===== src/rtl/spi_slave_tx.sv =====
// SPI mode-3 slave transmitter: AXI-stream words shifted out MSB-first on MISO,
// with a one-deep holding register and FILL_WORD substitution on underrun.
module spi_slave_tx #(
  parameter int                    DATA_WIDTH  = 8,
  parameter logic [DATA_WIDTH-1:0] FILL_WORD   = 'h0F,
  parameter int                    SYNC_STAGES = 2
) (
  input  logic                  clk,
  input  logic                  rst,
  input  logic [DATA_WIDTH-1:0] s_axis_tdata,
  input  logic                  s_axis_tvalid,
  output logic                  s_axis_tready,
  input  logic                  spi_clk,
  input  logic                  spi_cs,
  output logic                  spi_miso,
  output logic                  busy,
  output logic                  underrun
);

  localparam int CW = (DATA_WIDTH > 1) ? $clog2(DATA_WIDTH) : 1;
  localparam logic [CW-1:0] LAST_BIT = CW'(DATA_WIDTH - 1);

  typedef enum logic {IDLE, SHIFT} state_t;

  logic [SYNC_STAGES-1:0] sclk_sync_reg, cs_sync_reg;
  logic                   sclk_d_reg, cs_d_reg;
  logic                   sclk_s, cs_s, fall_stb, cs_fall;

  state_t                 state_reg, state_next;
  logic [CW-1:0]          bit_cnt_reg, bit_cnt_next;
  logic [DATA_WIDTH-1:0]  shreg_reg, shreg_next;
  logic [DATA_WIDTH-1:0]  hold_data_reg, hold_data_next;
  logic                   hold_valid_reg, hold_valid_next;
  logic                   miso_reg, miso_next;
  logic                   underrun_reg, underrun_next;
  logic                   load;
  logic [DATA_WIDTH-1:0]  word;

  // Synchronisers preset to the idle bus levels so reset never looks like an edge.
  genvar gi;
  generate
    for (gi = 0; gi < SYNC_STAGES; gi++) begin : g_sync
      if (gi == 0) begin : g_first
        always_ff @(posedge clk or posedge rst) begin
          if (rst) begin
            sclk_sync_reg[gi] <= 1'b1;
            cs_sync_reg[gi]   <= 1'b1;
          end else begin
            sclk_sync_reg[gi] <= spi_clk;
            cs_sync_reg[gi]   <= spi_cs;
          end
        end
      end else begin : g_rest
        always_ff @(posedge clk or posedge rst) begin
          if (rst) begin
            sclk_sync_reg[gi] <= 1'b1;
            cs_sync_reg[gi]   <= 1'b1;
          end else begin
            sclk_sync_reg[gi] <= sclk_sync_reg[gi-1];
            cs_sync_reg[gi]   <= cs_sync_reg[gi-1];
          end
        end
      end
    end
  endgenerate

  assign sclk_s   = sclk_sync_reg[SYNC_STAGES-1];
  assign cs_s     = cs_sync_reg[SYNC_STAGES-1];
  assign fall_stb = sclk_d_reg & ~sclk_s;
  assign cs_fall  = cs_d_reg & ~cs_s;

  always_ff @(posedge clk or posedge rst) begin
    if (rst) begin
      sclk_d_reg     <= 1'b1;
      cs_d_reg       <= 1'b1;
      state_reg      <= IDLE;
      bit_cnt_reg    <= '0;
      shreg_reg      <= '0;
      hold_data_reg  <= '0;
      hold_valid_reg <= 1'b0;
      miso_reg       <= 1'b0;
      underrun_reg   <= 1'b0;
    end else begin
      sclk_d_reg     <= sclk_s;
      cs_d_reg       <= cs_s;
      state_reg      <= state_next;
      bit_cnt_reg    <= bit_cnt_next;
      shreg_reg      <= shreg_next;
      hold_data_reg  <= hold_data_next;
      hold_valid_reg <= hold_valid_next;
      miso_reg       <= miso_next;
      underrun_reg   <= underrun_next;
    end
  end

  always_comb begin
    state_next      = state_reg;
    bit_cnt_next    = bit_cnt_reg;
    shreg_next      = shreg_reg;
    hold_data_next  = hold_data_reg;
    hold_valid_next = hold_valid_reg;
    miso_next       = miso_reg;
    underrun_next   = 1'b0;
    load            = 1'b0;
    word            = hold_valid_reg ? hold_data_reg : FILL_WORD;

    case (state_reg)
      IDLE: begin
        miso_next    = 1'b0;
        bit_cnt_next = '0;
        if (cs_fall) state_next = SHIFT;
      end
      SHIFT: begin
        // CS release takes priority over a coincident falling edge; partial word is dropped.
        if (cs_s) begin
          state_next   = IDLE;
          miso_next    = 1'b0;
          bit_cnt_next = '0;
        end else if (fall_stb) begin
          if (bit_cnt_reg == '0) begin
            load          = 1'b1;
            underrun_next = ~hold_valid_reg;
            miso_next     = word[DATA_WIDTH-1];
            shreg_next    = {word[DATA_WIDTH-2:0], 1'b0};
          end else begin
            miso_next  = shreg_reg[DATA_WIDTH-1];
            shreg_next = {shreg_reg[DATA_WIDTH-2:0], 1'b0};
          end
          bit_cnt_next = (bit_cnt_reg == LAST_BIT) ? '0 : bit_cnt_reg + CW'(1);
        end
      end
      default: state_next = IDLE;
    endcase

    // Accept only when empty, so a consume and an accept can never collide.
    if (load && hold_valid_reg) begin
      hold_valid_next = 1'b0;
    end else if (s_axis_tvalid && !hold_valid_reg) begin
      hold_valid_next = 1'b1;
      hold_data_next  = s_axis_tdata;
    end
  end

  assign s_axis_tready = ~hold_valid_reg;
  assign spi_miso      = miso_reg;
  assign busy          = (state_reg == SHIFT);
  assign underrun      = underrun_reg;

endmodule


===== config.mk =====
export PLATFORM = sky130hd
export DESIGN_NAME = spi_slave_tx
export DESIGN_NICKNAME = d
export VERILOG_FILES = /design/src/rtl/spi_slave_tx.sv
export SDC_FILE = /design/constraint.sdc
export NUM_CORES = 1
export LEC_CHECK = 0
export CAP_MARGIN = 20
export CORE_ASPECT_RATIO = 2
export CORE_MARGIN = 3
export CORE_UTILIZATION = 25
export CTS_BUF_LIST = sky130_fd_sc_hd__clkbuf_16
export DETAILED_ROUTE_END_ITERATION = 16
export PLACE_DENSITY = 0.5
export SETUP_SLACK_MARGIN = 0.5
export SLEW_MARGIN = 10
export SYNTH_ARGS = -nofsm -noshare
export SYNTH_HDL_FRONTEND = slang
export SYNTH_SLANG_ARGS = --single-unit

===== constraint.sdc =====
create_clock -name clk -period 3.4 [get_ports clk]
set_clock_uncertainty 0.15 [all_clocks]
set_input_delay 0.85 -clock clk [delete_from_list [all_inputs] [get_ports clk]]
set_output_delay 0.85 -clock clk [all_outputs]
set_load 0.05 [all_outputs]

* Yosys cells after proc, flatten, opt, wreduce, memory -nomap -nowiden *
Index checks and enable logic that the tools add are counted.

operators by class
  add/subtract/negate cells = 1
  equality and inequality tests = 2
  multiplexer cells = 23
  bitwise gates (word level) = 7
  reduce and logical (&&, ||, !) cells = 7

operators with widths
  kind                 count
  $mux 8               2
  $mux 1               15
  $mux 3               3
  $pmux 3 s2           1
  $not 1->1            5
  $pmux 1 s2           2
  $add 3x1->3 const B  1
  $eq 3x3->1 const B   1
  $logic_not 3->1      1
  $ne 3x3->1 const B   1
  $reduce_and 3->1     1
  $and 1x1->1          2
  $logic_and 1x1->1    2
  $reduce_and 2->1     1
  $reduce_bool 2->1    1
  $logic_not 1->1      1

storage, ports and cells
  bits in registers = 29
  input bits = 13
  output and inout port bits = 4

* Depth between registers and ports, before layout *
  word-level depth = 8
  mapped depth = 5
  mapped depth without buffers = 5

* Least setup slack after synthesis *
Ideal clock, no wire load.

  kind = reg-to-output
  start point = reg hold_valid_reg
  end point = out s_axis_tready
  arrival = 814 ps
  path slack = 1586 ps
  cell stages (with the launch flop) = 3
  buffers on the path = 1
  cell sequence = dfrtp_1 buf_6 inv_1

between the ends
  longest elaborated chain between the ends = 1

ends and longest elaborated chain
  element                   line  source
  start: declaration        33    logic hold_valid_reg, hold_valid_next;
  start signal: assignment  90    hold_valid_reg <= hold_valid_next;
  $not 1->1                 144   assign s_axis_tready = ~hold_valid_reg;
  end: declaration          12    output logic s_axis_tready,

No other way between the ends.

* Worst setup path in the final report *
Same ends and word-level chain as after synthesis.

==> flow_summary.yaml <==
outcome:
  outcome: "complete, no violations"
place:
  dp.cells: 165
  io_buffers: 16
  place_hpwl_um: 1720
  gp_congestion: 0.716
  post_dp_cell_area_um2: 1420
  preCtsSetupSlack_ps: 823
timing:
  hold_viol_final: 0
  timing.slew.headroom: 0.390
  fin_crit_sh: 0.796
  setup_viol: 0
  maxSlewViolCount: 0
  rsz0062_at_grt: "false"
  clock.fmax_ghz: 0.369
  layout_setup_ws_ps: 692
  setup_tns_ps: 0
  finalCriticalPeriod_ps: 2710
  worst_pin_slew_ps: 914
setup_path:
  start_kind: "flip-flop"
  r2r_end: "hold_data_reg[6]"
  crit_type: "flip-flop to output pin"
  cp.arrival_ps: 1710
  reg2reg_depth: 2
  crit_required_ps: 2400
  rrSetupSlack_ps: 1640
  critPathMaxFanout: 11
  regToRegStartpoint: "hold_valid_reg"
  worstSetupEndpointType: "output pin"
run:
  maxCapViolations: 0
routing:
  routedWlPerCell_um: 13.1
  ant_nets: 0
  drtPass1Iterations: 3
  drt-total-wl_um: 2210
  via_count: 769
  drc_errors: 0
  first_iter_violations: 4
  via_per_inst: 4.55
floorplan:
  die_x_um: 55.0
  fp-row-count: 35
  core_area_um2: 4640
  die_area_um2: 5720
  ios: 17
  die_h_um: 104
  initial_core_util: 0.259
layout:
  final_common_cell: "dfrtp_1"
  final_core_util: 0.323
  syn2layout_area_growth_pct: 24.7
  postLayoutCellArea_um2: 1500
  largest_register_ffs: 8
  antenna-diode-count: 0
  stdcell_count: 169
  fillers: 512
  final_cell_mix: "dfrtp_1 (22), clkdlybuf4s50_1 (16), mux2_1 (8), nand2_1 (8), o21ai_1 (8)"
  finish.net_count: 131
  final_layout_size_suffix_gt1_frac: 0.132
worst_hold_path:
  worst_hold_path_type: "flip-flop to flip-flop"
  hp-start: "cs_sync_reg[0]"
  holdPathEnd: "cs_s"
  hold_path_depth: 0
logic_synthesis:
  synth_area_leader_cell: "dfrtp_1"
  seq_area_frac_synth: 0.590
  yosysTopAreaCellShare: 0.458
  postSynthCellCount: 96
  synth_area_leaders: "dfrtp_1 (46%), dfstp_2 (13%), mux2_1 (7.5%)"
  syn_area_um2: 1200
  syn_area_per_cell_um2: 12.5
  yosysUniqueCellTypes: 22
  yosys_warnings: 0
  synth-seq-cells: 28
  synthesis.nets: 112
clock_tree:
  cts_tree: "yes"
  clock-sinks: 28
  root_buffer: "clkbuf_16"
  cts_inserted_buffers: 3
  clk_pin_slew_worst_paths_ps: 70
  post_cts_resized: 0
  clk_path_buf_depth: 2
  clkLatencyLatePin_ps: 260
  post-cts-setup-buffer-count: 0
  cts_hold_buf: 0
  htree_levels: 1
global_route:
  antenna_found_initial: 0
  grt_pass1_vias: 854
  grt_max_degree: 25
  grt_usage: 0.0936
  gr-total-overflow: 0
  grt_pass1_wl_um: 3950
power:
  power.density_nw_per_um2: 649
  p_leak_nw: 0.638
  ir_drop_v: 0.000408
==> report_power, final <==
group          internal [mW]  total, mW  switching, mW  leakage (nW)
Sequential             0.429      0.488         0.0588         0.339
Clock                  0.158      0.266          0.108        0.0385
Combinational          0.114      0.218          0.104         0.261
==> cells by family (layout without fill, tap and decap cells) <==
group,after synthesis,in the layout,synth area share
fa+ha+maj,3,3,0.0313
simple gates,30,30,0.170
mux,11,11,0.100
buf+inv,8,26,0.0344
flops,28,28,0.590
compound gates,16,16,0.0750
==> metal layers <==
| layer | wire length (um) | global-route usage | up-vias |
|---|---|---|---|
| met4 | 65 | 0.0522 | 0 |
| met5 | 0 | 0 | - |
| met1 | 754 | 0.0917 | 385 |
| li1 | - | - | 367 |
| met2 | 1320 | 0.169 | 12 |
| met3 | 69 | 0.0158 | 5 |
==> stage by stage <==
step | power, mW | hold WS, ps
6_report | 0.972 | 208
2_1_floorplan | 0.657 | 195
5_1_grt | 1.04 | 214
3_5_place_dp | 0.718 | 201
4_1_cts | 0.990 | 210
3_3_place_gp | 0.705 | 197
==> area by class of cell <==
type                    instances  area [um^2]  area share
clock buffers                   3         75.1      0.0501
flip-flops and latches         28          708       0.473
repair buffers                 18          175       0.117
well taps                      55         68.8      0.0459
clock inverters                 1         3.75     0.00251
inverters                       4         15.0      0.0100
multi-input cells              60          452       0.302
==> cells in the mapped netlist, drive strengths merged <==
master,number
ha,3
mux2,8
nor2,7
dfstp,6
buf,4
a311oi,1
nor3,1
dfrtp,22
nand2b,3
mux2i,3
a21oi,3
and2b,1
o21ai,12
and4b,3
nand2,8
nand4bb,4
nand3,1
inv,4
nor2b,2
==> worst max-delay path, stage by stage, from the launching register on <==
cell	delay, ps
dfrtp_1	500
inv_1	130
clkdlybuf4s50_1	810
==> worst max path at each step <==
stage	start	to	slack, ps
2_1_floorplan	hold_valid_reg	s_axis_tready	1590
3_5_place_dp	s_axis_tvalid	hold_data_reg[6]	820
4_1_cts	hold_valid_reg	s_axis_tready	700
6_report	hold_valid_reg	s_axis_tready	690
5_1_grt	hold_valid_reg	s_axis_tready	640
3_3_place_gp	s_axis_tvalid	hold_data_reg[3]	850
Note: power is estimated with default switching activity, not from simulation.
